<file path="config.mk">
export PLATFORM = sky130hd
export DESIGN_NAME = cpu_multicycle
export DESIGN_NICKNAME = d
export VERILOG_FILES = /design/src/rtl/cpu_multicycle.sv
export SDC_FILE = /design/constraint.sdc
export NUM_CORES = 1
export LEC_CHECK = 0
export BUFFER_PORTS_ARGS = -buffer_cell sky130_fd_sc_hd__buf_4
export CORE_ASPECT_RATIO = 0.8
export CORE_UTILIZATION = 58
export CTS_BUF_LIST = sky130_fd_sc_hd__clkbuf_4 sky130_fd_sc_hd__clkbuf_8
export CTS_CLUSTER_SIZE = 20
export DETAILED_ROUTE_END_ITERATION = 10
export PLACE_DENSITY = 0.77
export SETUP_SLACK_MARGIN = 0.4
export SYNTH_ARGS = -nofsm -noshare
export SYNTH_HDL_FRONTEND = slang
export SYNTH_SLANG_ARGS = --single-unit
</file>
<file path="constraint.sdc">
create_clock -name clk -period 9.7 [get_ports clk]
set_input_delay 1.455 -clock clk [delete_from_list [all_inputs] [get_ports clk]]
set_output_delay 1.455 -clock clk [all_outputs]
set_load 0.05 [all_outputs]
</file>
<file path="src/rtl/cpu_multicycle.sv">
// Multicycle 16-bit MIPS-style core sharing one instruction/data memory port
// with a req/ready handshake. Width, address width and reset vector are parameters.
module cpu_multicycle #(
    parameter int WIDTH    = 16,
    parameter int ADDR_W   = 12,
    parameter int RESET_PC = 0
) (
    input  logic              clk,
    input  logic              rst,
    output logic              mem_req,
    output logic              mem_we,
    output logic [ADDR_W-1:0] mem_addr,
    output logic [WIDTH-1:0]  mem_wdata,
    input  logic [WIDTH-1:0]  mem_rdata,
    input  logic              mem_ready,
    output logic [ADDR_W-1:0] pc,
    output logic              halt,
    output logic [31:0]       instret,
    input  logic [2:0]        dbg_sel,
    output logic [WIDTH-1:0]  dbg_data
);
    localparam logic [2:0] S_FETCH  = 3'd0;
    localparam logic [2:0] S_DECODE = 3'd1;
    localparam logic [2:0] S_EXEC   = 3'd2;
    localparam logic [2:0] S_MEM    = 3'd3;
    localparam logic [2:0] S_WB     = 3'd4;
    localparam logic [2:0] S_HALT   = 3'd5;

    localparam logic [3:0] OP_R    = 4'd0;
    localparam logic [3:0] OP_ADDI = 4'd1;
    localparam logic [3:0] OP_LW   = 4'd2;
    localparam logic [3:0] OP_SW   = 4'd3;
    localparam logic [3:0] OP_BEQ  = 4'd4;
    localparam logic [3:0] OP_BNE  = 4'd5;
    localparam logic [3:0] OP_J    = 4'd6;
    localparam logic [3:0] OP_JAL  = 4'd7;

    logic [2:0]        state_q, state_d;
    logic [ADDR_W-1:0] pc_q, pc_d;
    logic [15:0]       ir_q, ir_d;
    logic [WIDTH-1:0]  a_q, a_d, b_q, b_d, alu_q, alu_d;
    logic [31:0]       instret_q, instret_d;
    logic [WIDTH-1:0]  rf_q [8];
    logic [WIDTH-1:0]  rf_d [8];

    logic [3:0]       op;
    logic [2:0]       rs, rt, rd, funct;
    logic [WIDTH-1:0] imm;

    assign op    = ir_q[15:12];
    assign rs    = ir_q[11:9];
    assign rt    = ir_q[8:6];
    assign rd    = ir_q[5:3];
    assign funct = ir_q[2:0];
    assign imm   = {{(WIDTH-6){ir_q[5]}}, ir_q[5:0]};

    always_comb begin
        state_d   = state_q;
        pc_d      = pc_q;
        ir_d      = ir_q;
        a_d       = a_q;
        b_d       = b_q;
        alu_d     = alu_q;
        instret_d = instret_q;
        rf_d      = rf_q;
        case (state_q)
            S_FETCH: begin
                if (mem_ready) begin
                    ir_d    = mem_rdata[15:0];
                    // an illegal opcode leaves pc pointing at itself for post-mortem
                    if (!mem_rdata[15]) pc_d = pc_q + 1'b1;
                    state_d = S_DECODE;
                end
            end
            S_DECODE: begin
                if (op[3]) begin
                    state_d = S_HALT;
                end else begin
                    a_d     = rf_q[rs];
                    b_d     = rf_q[rt];
                    state_d = S_EXEC;
                end
            end
            S_EXEC: begin
                state_d = S_FETCH;
                case (op)
                    OP_R: begin
                        case (funct)
                            3'd0:    alu_d = a_q + b_q;
                            3'd1:    alu_d = a_q - b_q;
                            3'd2:    alu_d = a_q & b_q;
                            3'd3:    alu_d = a_q | b_q;
                            3'd4:    alu_d = {{(WIDTH-1){1'b0}}, $signed(a_q) < $signed(b_q)};
                            default: alu_d = alu_q;
                        endcase
                        state_d = S_WB;
                    end
                    OP_ADDI: begin
                        alu_d   = a_q + imm;
                        state_d = S_WB;
                    end
                    OP_LW, OP_SW: begin
                        alu_d   = a_q + imm;
                        state_d = S_MEM;
                    end
                    OP_BEQ, OP_BNE: begin
                        // pc already holds pc+1 from fetch
                        if ((a_q == b_q) == (op == OP_BEQ)) pc_d = pc_q + imm[ADDR_W-1:0];
                        instret_d = instret_q + 32'd1;
                    end
                    default: begin
                        if (op == OP_JAL) rf_d[7] = WIDTH'(pc_q);
                        pc_d      = ADDR_W'(ir_q[11:0]);
                        instret_d = instret_q + 32'd1;
                    end
                endcase
            end
            S_MEM: begin
                if (mem_ready) begin
                    if (op == OP_LW) begin
                        alu_d   = mem_rdata;
                        state_d = S_WB;
                    end else begin
                        instret_d = instret_q + 32'd1;
                        state_d   = S_FETCH;
                    end
                end
            end
            S_WB: begin
                if (op == OP_R) begin
                    if (funct < 3'd5 && rd != 3'd0) rf_d[rd] = alu_q;
                end else if (rt != 3'd0) begin
                    rf_d[rt] = alu_q;
                end
                instret_d = instret_q + 32'd1;
                state_d   = S_FETCH;
            end
            default: state_d = S_HALT;
        endcase
    end

    always_ff @(posedge clk or negedge rst) begin
        if (!rst) begin
            state_q   <= S_FETCH;
            pc_q      <= ADDR_W'(RESET_PC);
            ir_q      <= '0;
            a_q       <= '0;
            b_q       <= '0;
            alu_q     <= '0;
            instret_q <= '0;
            for (int i = 0; i < 8; i++) rf_q[i] <= '0;
        end else begin
            state_q   <= state_d;
            pc_q      <= pc_d;
            ir_q      <= ir_d;
            a_q       <= a_d;
            b_q       <= b_d;
            alu_q     <= alu_d;
            instret_q <= instret_d;
            for (int i = 0; i < 8; i++) rf_q[i] <= rf_d[i];
        end
    end

    // reset gates the request combinationally so an in-flight transfer dies at once
    assign mem_req   = rst && (state_q == S_FETCH || state_q == S_MEM);
    assign mem_we    = rst && state_q == S_MEM && op == OP_SW;
    assign mem_addr  = !rst                ? '0 :
                       state_q == S_FETCH  ? pc_q :
                       state_q == S_MEM    ? alu_q[ADDR_W-1:0] : '0;
    assign mem_wdata = mem_we ? b_q : '0;
    assign pc        = pc_q;
    assign halt      = state_q == S_HALT;
    assign instret   = instret_q;
    assign dbg_data  = (dbg_sel == 3'd0) ? '0 : rf_q[dbg_sel];
endmodule

</file>
==> flow_summary.json <==
{
  "status": "finished clean",
  "num-fill-cells": 2105,
  "worst_slew_pin_slew_ps": 1186,
  "required_ps": 8250,
  "max-slew-margin-rel": 0.2092,
  "r2r_setup_slack_ps": 5750,
  "async_flop_share": 1.000,
  "cts_resized": 0,
  "switching_share": 0.4976,
  "start_kind": "input pin",
  "synth_edf_count": 0,
  "rsz0062_at_grt": "false",
  "layout-area-overhead-vs-synth_pct": 11.48,
  "postCtsSetupBuffers": 0,
  "dominantRegCellSynth": "dfrtp_1",
  "nNetsFinal": 1778,
  "cp-startpoint": "rst",
  "fin_ws_ps": 4568,
  "ios": 113,
  "worstHoldPathType": "reg2reg",
  "setup_viol": 0,
  "drive_gt1_frac": 0.2348,
  "grt_pass1_vias": 13500,
  "crit_slowest_cell": "and4_1",
  "regArea_um2": 5982,
  "critPathMaxStageDelay_ps": 750,
  "clk_path_buf_depth": 3,
  "grt_max_degree": 176,
  "drc_errors": 0,
  "end_kind": "primary output",
  "coreArea_um2": 27230,
  "placementRows": 54,
  "drv_slew": 0,
  "route.vias.total": 14300,
  "yosys.area.top_type": "dfrtp_1",
  "max_cap_viol_count": 0,
  "syn_inst": 1641,
  "cp_cell_sequence": "buf_8, and3_1, and4_1, and2_1, buf_4",
  "ys_seq_elements": 239,
  "ys_types": 69,
  "wl_per_cell_um": 24.65,
  "vias_per_cell": 6.900,
  "drt-total-wl_mm": 51.09,
  "cts_root_buf": "clkbuf_8",
  "ys_top_cells_by_area": "dfrtp_1 37%, mux2_2 8.9%, mux4_2 6.7%",
  "fin_util": 0.6572,
  "die_area_um2": 28350,
  "hold_violations": 0,
  "drtIter0Drc": 1760,
  "comb_power_share": 0.549,
  "dp_hpwl_mm": 34.79,
  "seq_power_share": 0.303,
  "antenna_left": 0,
  "insertion_delay_ps": 570,
  "avgSynthCellArea_um2": 9.782,
  "cts_made_buffers": 41,
  "multiInputGateArea_um2": 9366,
  "final_common_cell": "dfrtp_1",
  "clkSlewWorstSetupHoldPaths_ps": 60,
  "p_leak_nw": 7.949,
  "min_from": "rf_q[126]$_DFFE_PN0P_",
  "fmax_ghz": 0.1949,
  "clock-sinks": 239,
  "dp_slack_ps": 4576,
  "fin_crit_ps": 5132,
  "final_cell_mix": "238 x dfrtp_1, 129 x buf_4, 127 x mux2_2, 122 x nand2_1, 97 x nor2_1",
  "internal-power_mw": 3.311,
  "holdWs_ps": 400.9,
  "place_congestion": 0.9707,
  "grt_use_total": 0.3614,
  "firstDrtPassIters": 6,
  "path_class": "in2out",
  "die_w_um": 188.0,
  "cts_tree": "done",
  "synth_top_cell_area_share": 0.3726,
  "htreeDepth": 2,
  "grt_pass1_wl_mm": 78.57,
  "crit_fanout": 68,
  "overflow": 0,
  "fin_setup_tns_ps": 0,
  "ir_worst_vdd_v": 0.0002514,
  "pwr-share-clk": 0.148,
  "p_sw_mw": 3.279,
  "synth_nets": 1743,
  "final.setup_skew_ps": 30.18,
  "power_density_nw_per_um2": 368.3,
  "period_share": 0.5290,
  "grt_antenna_before_repair": 0,
  "netlist_area_um2": 16050,
  "yosysWarnings": 0,
  "holdBufCountCts": 0,
  "rr_startpoint": "a_q[14]$_DFFE_PN0P_",
  "initial_core_util": 0.5895,
  "ys_seq_area_frac": 0.3726,
  "dieHeight_um": 150.8,
  "critical_path_arrival_ps": 3680,
  "portBuffers": 112
}
cell type report:
class | count | area share
multi-input cells | 1203 | 0.5234
flip-flops and latches | 239 | 0.3343
repair buffers | 131 | 0.05608
clock buffers | 61 | 0.04167
well taps | 364 | 0.02545
inverters | 60 | 0.01259
clock inverters | 14 | 0.006363
diodes | 1 | 0.0001398
metrics by stage:
step | cells | instance area [um^2] | total power, mW
final | 2073 | 17890 | 6.590
after global routing | 2072 | 17890 | 6.958
after CTS | 2072 | 17890 | 6.484
after detailed placement | 1997 | 17030 | 5.497
after global placement | 1997 | 17030 | 5.399
after floorplan | 1641 | 16050 | 4.383
routing by layer:
layer / GRT usage / vias to the layer above / share of wire
met5: 0 / - / 0
met4: 0.1480 / 0 / 0.035
met3: 0.07530 / 146 / 0.11
met2: 0.5461 / 978 / 0.44
met1: 0.5090 / 7023 / 0.41
li1: - / 6156 / -
cell families after synthesis:
| family | synth area share |
|---|---|
| flops | 0.3726 |
| buf+inv | 0.04786 |
| xor+xnor | 0.03328 |
| fa+ha+maj | 0.06423 |
| simple gates | 0.1299 |
| mux | 0.1677 |
| compound gates | 0.1844 |
registers in the layout (all words and copies together) (netlist names):
| name | flops |
|---|---|
| a_q | 16 |
| ir_q | 16 |
| state_q | 3 |
| instret | 32 |
| b_q | 16 |
| rf_q | 128 |
| alu_q | 16 |
| pc | 12 |
worst max-delay path: cells and delay by family:
family	cells	cell delay (ps)
simple gates	3	1570
buf+inv	2	600
path summary, 6_finish.rpt:
kind                                         endpoint  cells after the start
min in group asynchronous        rf_q[45]$_DFFE_PN0P_                      1
worst max register to register      pc[5]$_DFFE_PN0P_                     10
max in group asynchronous         ir_q[9]$_DFFE_PN0P_                      2
worst min-delay path            rf_q[126]$_DFFE_PN0P_                      0
worst max-delay path                     mem_wdata[0]                      5
worst min register to register  rf_q[126]$_DFFE_PN0P_                      0
power by group through the flow:
| stage | clock [mW] | sequential (mW) | combinational, mW |
|---|---|---|---|
| floorplan | 0 | 1.72 | 2.66 |
| global placement | 0 | 1.95 | 3.45 |
| detailed placement | 0 | 1.97 | 3.53 |
| CTS | 0.981 | 1.96 | 3.55 |
| global route | 1.03 | 2.03 | 3.90 |
| finish | 0.976 | 1.99 | 3.62 |
Yosys cell counts, types with 18 or more instances:
| library cell | instances |
|---|---|
| clkbuf_1 | 114 |
| a21oi_1 | 92 |
| mux4_2 | 48 |
| o21ai_0 | 95 |
| xor2_1 | 21 |
| ha_1 | 76 |
| nand3_1 | 32 |
| nand2_1 | 122 |
| mux2_2 | 127 |
| and2_1 | 21 |
| inv_1 | 60 |
| and3_1 | 23 |
| a22oi_1 | 92 |
| xnor2_1 | 40 |
| dfrtp_1 | 239 |
| mux2i_1 | 18 |
| nand4_1 | 26 |
| o211ai_1 | 19 |
| nor2_1 | 97 |
| nor3_1 | 23 |
(Power assumes the default switching activity.)
